===== src/rtl/uart_pkg.sv =====
`default_nettype none
// ============================================================================
// Module      : uart_pkg
// Description : Shared types and constants for the UART transmit path.
// Revision    : 1.0 - initial release
// ============================================================================
package uart_pkg;

    localparam int UART_DATA_BITS = 8;

    typedef enum logic [1:0] {
        IDLE  = 2'd0,
        START = 2'd1,
        DATA  = 2'd2,
        STOP  = 2'd3
    } uart_tx_state_t;

endpackage
`default_nettype wire


===== src/rtl/uart_baud_counter.sv =====
`default_nettype none
// ============================================================================
// Module      : uart_baud_counter
// Description : Bit-period timer. Counts 0..CLKS_PER_BIT-1 and flags the
//               final cycle of each bit period with bit_end.
// Revision    : 1.0 - initial release
// ============================================================================
module uart_baud_counter #(
    parameter int CLKS_PER_BIT = 16
) (
    input  logic CLK,
    input  logic RST,
    input  logic clr,
    output logic bit_end
);

    localparam int                 c_CNT_W = (CLKS_PER_BIT > 1) ? $clog2(CLKS_PER_BIT) : 1;
    localparam logic [c_CNT_W-1:0] c_LAST  = c_CNT_W'(CLKS_PER_BIT - 1);

    logic [c_CNT_W-1:0] r_cnt;

    // Free-running modulo-CLKS_PER_BIT counter, restarted by clr so a new
    // frame always begins on a fresh bit boundary.
    always_ff @(posedge CLK) begin
        if (RST || clr) begin
            r_cnt <= '0;
        end else if (r_cnt == c_LAST) begin
            r_cnt <= '0;
        end else begin
            r_cnt <= r_cnt + 1'b1;
        end
    end

    assign bit_end = (r_cnt == c_LAST);

endmodule
`default_nettype wire


===== src/rtl/uart_tx_fifo_drain.sv =====
`default_nettype none
// ============================================================================
// Module      : uart_tx_fifo_drain
// Description : Drains a show-ahead byte FIFO and serialises each byte as a
//               UART 8N1/8N2 frame. Frames run back-to-back while data is
//               available and enable is high.
// Revision    : 1.0 - initial release
// ============================================================================
module uart_tx_fifo_drain
    import uart_pkg::*;
#(
    parameter int CLKS_PER_BIT = 16,
    parameter int STOP_BITS    = 1
) (
    input  logic                      CLK,
    input  logic                      RST,
    input  logic                      enable,
    input  logic                      fifo_empty,
    input  logic [UART_DATA_BITS-1:0] fifo_rdata,
    output logic                      fifo_ren,
    output logic                      tx,
    output logic                      busy,
    output logic                      frame_done
);

    localparam int                 c_IDX_W     = $clog2(UART_DATA_BITS);
    localparam logic [c_IDX_W-1:0] c_LAST_BIT  = c_IDX_W'(UART_DATA_BITS - 1);
    localparam logic [0:0]         c_LAST_STOP = 1'(STOP_BITS - 1);

    uart_tx_state_t              r_state;
    uart_tx_state_t              w_state_nxt;
    logic [UART_DATA_BITS-1:0]   r_shift;
    logic [UART_DATA_BITS-1:0]   w_shift_nxt;
    logic [c_IDX_W-1:0]          r_bit_idx;
    logic [c_IDX_W-1:0]          w_bit_idx_nxt;
    logic [0:0]                  r_stop_cnt;
    logic [0:0]                  w_stop_cnt_nxt;
    logic                        r_tx;
    logic                        w_tx_nxt;

    logic                        w_bit_end;
    logic                        w_pop_ok;
    logic                        w_last_stop;
    logic                        w_ren;
    logic                        w_baud_clr;

    // Pop is allowed only from IDLE or the final stop cycle; RST masks it so
    // the FIFO is never drained while the block is being reset.
    assign w_pop_ok    = enable && !fifo_empty;
    assign w_last_stop = (r_state == STOP) && w_bit_end && (r_stop_cnt == c_LAST_STOP);
    assign w_ren       = !RST && w_pop_ok && ((r_state == IDLE) || w_last_stop);

    // Holding the timer cleared in IDLE and restarting it on every pop aligns
    // the start bit to the pop edge.
    assign w_baud_clr  = (r_state == IDLE) || w_ren;

    uart_baud_counter #(
        .CLKS_PER_BIT (CLKS_PER_BIT)
    ) u_baud (
        .CLK     (CLK),
        .RST     (RST),
        .clr     (w_baud_clr),
        .bit_end (w_bit_end)
    );

    // State and datapath registers; tx is registered so the pad has no
    // combinational path from any input.
    always_ff @(posedge CLK) begin
        if (RST) begin
            r_state    <= IDLE;
            r_shift    <= '0;
            r_bit_idx  <= '0;
            r_stop_cnt <= '0;
            r_tx       <= 1'b1;
        end else begin
            r_state    <= w_state_nxt;
            r_shift    <= w_shift_nxt;
            r_bit_idx  <= w_bit_idx_nxt;
            r_stop_cnt <= w_stop_cnt_nxt;
            r_tx       <= w_tx_nxt;
        end
    end

    // Next-state logic: frame sequencing, LSB-first shifting and stop timing.
    always_comb begin
        w_state_nxt    = r_state;
        w_shift_nxt    = r_shift;
        w_bit_idx_nxt  = r_bit_idx;
        w_stop_cnt_nxt = r_stop_cnt;
        case (r_state)
            IDLE: begin
                if (w_ren) begin
                    w_state_nxt = START;
                    w_shift_nxt = fifo_rdata;
                end
            end
            START: begin
                if (w_bit_end) begin
                    w_state_nxt   = DATA;
                    w_bit_idx_nxt = '0;
                end
            end
            DATA: begin
                if (w_bit_end) begin
                    w_shift_nxt = {1'b0, r_shift[UART_DATA_BITS-1:1]};
                    if (r_bit_idx == c_LAST_BIT) begin
                        w_state_nxt    = STOP;
                        w_stop_cnt_nxt = '0;
                    end else begin
                        w_bit_idx_nxt = r_bit_idx + 1'b1;
                    end
                end
            end
            STOP: begin
                if (w_last_stop) begin
                    if (w_ren) begin
                        w_state_nxt = START;
                        w_shift_nxt = fifo_rdata;
                    end else begin
                        w_state_nxt = IDLE;
                    end
                end else if (w_bit_end) begin
                    w_stop_cnt_nxt = r_stop_cnt + 1'b1;
                end
            end
            default: begin
                w_state_nxt = IDLE;
            end
        endcase
    end

    // Line level for the upcoming cycle, derived from where the FSM is going.
    always_comb begin
        w_tx_nxt = 1'b1;
        case (w_state_nxt)
            START:   w_tx_nxt = 1'b0;
            DATA:    w_tx_nxt = w_shift_nxt[0];
            default: w_tx_nxt = 1'b1;
        endcase
    end

    assign fifo_ren   = w_ren;
    assign tx         = r_tx;
    assign busy       = (r_state != IDLE);
    assign frame_done = w_last_stop && !RST;

endmodule
`default_nettype wire


===== config.mk =====
export PLATFORM = sky130hd
export DESIGN_NAME = uart_tx_fifo_drain
export DESIGN_NICKNAME = d
export VERILOG_FILES = /design/src/rtl/uart_pkg.sv /design/src/rtl/uart_baud_counter.sv /design/src/rtl/uart_tx_fifo_drain.sv
export SDC_FILE = /design/constraint.sdc
export NUM_CORES = 1
export LEC_CHECK = 0
export BUFFER_PORTS_ARGS = -buffer_cell sky130_fd_sc_hd__buf_2
export CORE_UTILIZATION = 45
export DETAILED_ROUTE_END_ITERATION = 6
export PLACE_DENSITY = 0.65
export SLEW_MARGIN = 20
export SYNTH_ARGS = -nofsm -noshare
export SYNTH_HDL_FRONTEND = slang
export SYNTH_SLANG_ARGS = --single-unit

===== constraint.sdc =====
create_clock -name CLK -period 2.6 [get_ports CLK]
set_input_delay 0.13 -clock CLK [delete_from_list [all_inputs] [get_ports CLK]]
set_output_delay 0.13 -clock CLK [all_outputs]
set_load 0.02 [all_outputs]

Yosys cells after proc, flatten, opt, wreduce, memory -nomap -nowiden
Index checks and enable logic that the tools add are counted.
W data, S select, Z words.
Word-level totals
  logic and storage cells: 66
  output and inout bits: 4
  input bits: 12
  register bits: 19
Cells by class
  reduce and logical (&&, ||, !) cells: 20
  equality and inequality tests: 14
  bitwise logic cells: 1
  multiplexer cells: 21
  $add $sub $neg: 3
Operators by type and width (count)
  $mux W8: 3
  $pmux W8 S3: 1
  $ne A2 B2 Y1 const B: 7
  $mux W2: 5
  $mux W3: 3
  $pmux W2 S4: 1
  $eq A2 B2 Y1 const B: 3
  $logic_and A1 B1 Y1: 6
  $pmux W3 S2: 1
  $reduce_bool A2 Y1: 3
  $mux W1: 5
  $reduce_and A5 Y1: 1
  $add A4 B1 Y4 const B: 1
  $eq A2 B1 Y1 const B: 2
  $eq A4 B4 Y1 const B: 1
  $pmux W1 S2: 2
  $reduce_and A4 Y1: 1
  $add A3 B1 Y3 const B: 1
  $eq A3 B3 Y1 const B: 1
  $logic_or A1 B1 Y1: 3
  $reduce_and A3 Y1: 1
  $reduce_bool A3 Y1: 1
  $logic_not A1 Y1: 2
  $logic_not A2 Y1: 1
  3 further kinds: 3

Logic depth before layout (Yosys ltp)
  depth in word-level cells: 10
  depth in mapped cells: 6
  depth with buffers taken out: 6

Hierarchy
A second synthesis with hierarchy kept.
Second synthesis, totals
  cells, all modules: 113
  area, all modules: 1106.1 µm²
By module, submodules not included
  uart_tx_fifo_drain: area an instance 948.4 µm², cells an instance 97, instances 1, sequential area each 300.3 µm²
  uart_baud_counter: area an instance 157.7 µm², cells an instance 16, instances 1, sequential area each 80.1 µm²

Least setup slack after synthesis
OpenSTA, ideal clock, no wires.
  path kind: reg2out
  start point: register u_baud.r_cnt[0]
  end point: output frame_done
  cell stages (with the launch flop): 4
  path buffers: 0
  path slack: 1.036 ns
  required time: 2.470 ns
  arrival: 1.434 ns
  cell sequence: dfxtp_1 -> ha_1 -> nand4_1 -> nor4_1
On the way
  longest elaborated chain between the ends: 4
RTL lines
  from (decl): RTL line uart_baud_counter.sv:20  | logic [c_CNT_W-1:0] r_cnt;
  from (signal assigned): RTL line uart_baud_counter.sv:30  | r_cnt <= r_cnt + 1'b1;
  $eq A4 B4 Y1: RTL line uart_baud_counter.sv:34  | assign bit_end = (r_cnt == c_LAST);
  $logic_and A1 B1 Y1 (2 in series): RTL line uart_tx_fifo_drain.sv:50  | assign w_last_stop = (r_state == STOP) && w_bit_end && (r_stop_cnt == c_LAST_STOP);
  $logic_and A1 B1 Y1: RTL line uart_tx_fifo_drain.sv:145  | assign frame_done = w_last_stop && !RST;
  to (decl): RTL line uart_tx_fifo_drain.sv:23  | output logic frame_done
Every way passes these cells.

Worst setup path in the final report
  start point: register r_state[1]
  end point: output frame_done
On the way
  longest elaborated chain between the ends: 4
RTL lines
  from (decl): RTL line uart_tx_fifo_drain.sv:30  | uart_tx_state_t r_state;
  from (signal assigned): RTL line uart_tx_fifo_drain.sv:76  | r_state <= w_state_nxt;
  $eq A2 B2 Y1: RTL line uart_tx_fifo_drain.sv:50
  $logic_and A1 B1 Y1 (2 in series): RTL line uart_tx_fifo_drain.sv:50
  $logic_and A1 B1 Y1: RTL line uart_tx_fifo_drain.sv:145
Every way passes these cells.

==> summary.txt <==
Power
  – Switching power: roughly 120 µW
  – Internal power: between 300 and 400 µW
  – Sequential share of power: about three fifths
  – Pwr Total: between 500 and 600 µW
  – Pleak: roughly 0.00044 µW
  – Gate power share: between 10% and 20%
  – PD cells: roughly 470 nW/µm²
  – VDD IR max: between 0.2 and 0.3 mV
  – Clk pwr share: 28.9%
  – Switch share: around a quarter

Timing
  – Hold slack final: between 0.05 and 0.06 ns
  – Final Hold Viols: 0
  – Clock skew: between 0.004 and 0.005 ns
  – Min Clock Period, post-route: around 1.8 ns
  – TNS Setup: 0 ns
  – Tightest Pin Transition: between 0.4 and 0.5 ns
  – Fmax: roughly 550 MHz
  – Tcrit/Tclk final: a little over two thirds
  – Final setup vio count: 0
  – RSZ-0062 raised after global routing: no
  – Fin. max-slew vios: 0
  – Slew headroom: 71.7%
  – Worst setup margin: between 0.7 and 0.8 ns

GRT
  – Total global-route track usage: between 15 and 20%
  – Number of global-route vias before repair: about 700
  – Largest net degree at the start of global routing: 18
  – Total gr overflow: 0
  – Initial antenna violation count: 0
  – First-pass GRT wire length: between 3000 and 4000 µm

Layout
  – FILL cells: between 150 and 200
  – Multi-input combinational cell area: 529 µm²
  – Final core utilization: 53.7%
  – Most common cell after layout, fill and taps aside: dfxtp_1
  – Flip-flop and latch area: approximately 380 µm²
  – ANT cells: 0
  – Layout cells sized above 1: 26.3%
  – # nets final: 130
  – P&R area growth vs syn: 10.1%
  – Most frequent cells in the layout: dfxtp_1, buf_2, nor2_1, and3_1, a221o_1

Logic synthesis
  – Post-Syn Nets: around 120
  – Cell variety after synth: 42
  – Mean post-synth cell area: between 9 and 10 µm²
  – #FFs+latches synth: 19
  – Sequential share of the synthesized area: 39.4%
  – Gate Count Post-Synth: 100
  – Yosys warns: 0
  – Synthesized area: between 900 and 1000 µm²

Floorplanning
  – Die Span Y: between 40 and 50 µm
  – DIE WIDTH: roughly 48 µm
  – Initial Util: about half
  – Die area: roughly 2300 µm²
  – Core region area: 1980 µm²
  – # IOs: 16
  – Row Count: 16

CTS
  – CTS resizes: 0
  – TritonCTS buffer count: 3
  – Post-CTS Setup Bufs: 0
  – CTS tree: yes
  – H-tree levels: 1
  – Clock sink total: 19
  – CTS max path bufs: 2
  – Clock slew seen by the registers of the worst setup and hold paths: roughly 0.10 ns
  – Clock Latency Late Sink: around 0.3 ns
  – Hold-fix buffers, CTS: 0
  – CTS root buffer: clkbuf_4

Worst setup path
  – Worst Path Arrival: ~1.7 ns
  – Largest delay contributor family on the critical path: simple AND/OR/NAND/NOR gates
  – Worst path cell trace: nand4_1, nor4_1, buf_2
  – Critical path class: flop to output pin
  – Max FO, Critical Path: 13
  – Slowest cell on the critical path: dfxtp_1
  – CP bufs+invs: 1
  – CP endpoint kind: output pin
  – Req. time, crit path: ~2.5 ns
  – CP Launch Type: flop
  – CP peak stage delay: 0.58 ns

Routing
  – Drt first pass iters: 6
  – DR iter-0 viols: 11
  – Routed wire length: ~1800 µm
  – WL/cell: 12.5 µm
  – DRT antenna net count: 0
  – Vias/cell: between 5 and 6
  – Drc violations: 0
  – DR vias: approximately 790

Hold path
  – Worst Hold Class: primary input to flop

Status
  – Status: complete, no violations

Place
  – Routability Congestion: between 0.7 and 0.8
  – Place WS: about 0.91 ns
  – Number of port buffers: 15
  – Post-DP HPWL: roughly 1300 µm

Flow run
  – Max-cap viol count: 0
## routing by layer
layer / vias up / wire length [µm] / GRT usage (%)
met5: - / 0 / 0
met4: 0 / 0 / 2.94
met3: 0 / 104 / 7.23
met2: 16 / 812 / 26.8
met1: 369 / 846 / 21.8
li1: 409 / - / -
## layout make-up
type	count	area share, %
timing repair buffer	15	7.06
clock buffer	4	2.47
multi-input combinational	71	49.8
sequential	19	35.8
inverter	5	1.76
tap	27	3.18
## cell families (layout without fill, tap and decap cells)
group / Yosys count / count (layout) / synth area share [%]
fa+ha+maj: 3 / 3 / 3.89
xor+xnor: 2 / 2 / 1.81
simple gates: 41 / 41 / 27.7
mux: 2 / 2 / 2.33
buf+inv: 10 / 24 / 5.83
compound gates: 23 / 23 / 19.0
flops: 19 / 19 / 39.4
## worst paths after layout
| check | endpoint | cells past startpoint | from | slack [ns] |
|---|---|---|---|---|
| worst max-delay path | frame_done | 3 | r_state[1]$_SDFF_PP0_ | 0.78 |
| worst min-delay path | r_shift[6]$_SDFFE_PP0P_ | 2 | fifo_rdata[6] | 0.05 |
| worst max register to register | r_shift[1]$_SDFFE_PP0P_ | 5 | u_baud.r_cnt[0]$_SDFF_PP0_ | 0.92 |
| worst min register to register | u_baud.r_cnt[0]$_SDFF_PP0_ | 1 | u_baud.r_cnt[0]$_SDFF_PP0_ | 0.45 |
## sequential cells by signal (all words and copies together), names as in the netlist
name,cells
r_bit_idx,3
r_shift,8
r_state,2
r_stop_cnt,1
tx,1
u_baud.r_cnt,4
## per-stage QoR
step | std cells | instance area [µm²]
3_3_place_gp | 137 | 1040
5_1_grt | 141 | 1060
6_report | 141 | 1060
4_1_cts | 141 | 1060
3_5_place_dp | 137 | 1040
2_1_floorplan | 100 | 966
## Yosys cell counts (all sizes together)
cell type / instances / share of area [%]
dfxtp: 19 / 39
nor2: 12 / 6.0
and3: 7 / 4.5
a221o: 6 / 6.2
inv: 5 / 1.9
a21oi: 4 / 2.5
nand3: 4 / 2.1
buf: 3 / 3.1
ha: 3 / 3.9
nand2: 3 / 1.2
nor3b: 3 / 3.5
o21ai: 3 / 1.6
a22o: 2 / 1.8
a311oi: 2 / 1.8
clkbuf: 2 / 0.78
mux2: 2 / 2.3
nor3: 2 / 1.6
nor4: 2 / 1.9
or3: 2 / 1.3
a221oi: 1 / 0.91
a2bb2oi: 1 / 0.91
a31oi: 1 / 0.65
and4: 1 / 0.91
nand3b: 1 / 0.78
nand4: 1 / 0.65
nor2b: 1 / 0.65
nor4b: 1 / 1.6
o211ai: 1 / 0.78
o22a: 1 / 0.91
o311a: 1 / 1.0
or3b: 1 / 1.2
xnor2: 1 / 0.91
xor2: 1 / 0.91
## power groups by stage
stage | logic, µW | clock network, µW | registers [µW]
after global routing | 56.1 | 170 | 308
after detailed placement | 51.6 | 0 | 312
after floorplan | 38.5 | 0 | 310
final | 51.3 | 145 | 306
after CTS | 51.9 | 153 | 306
after global placement | 50.7 | 0 | 313
Note: power is estimated with default switching activity, not from simulation.
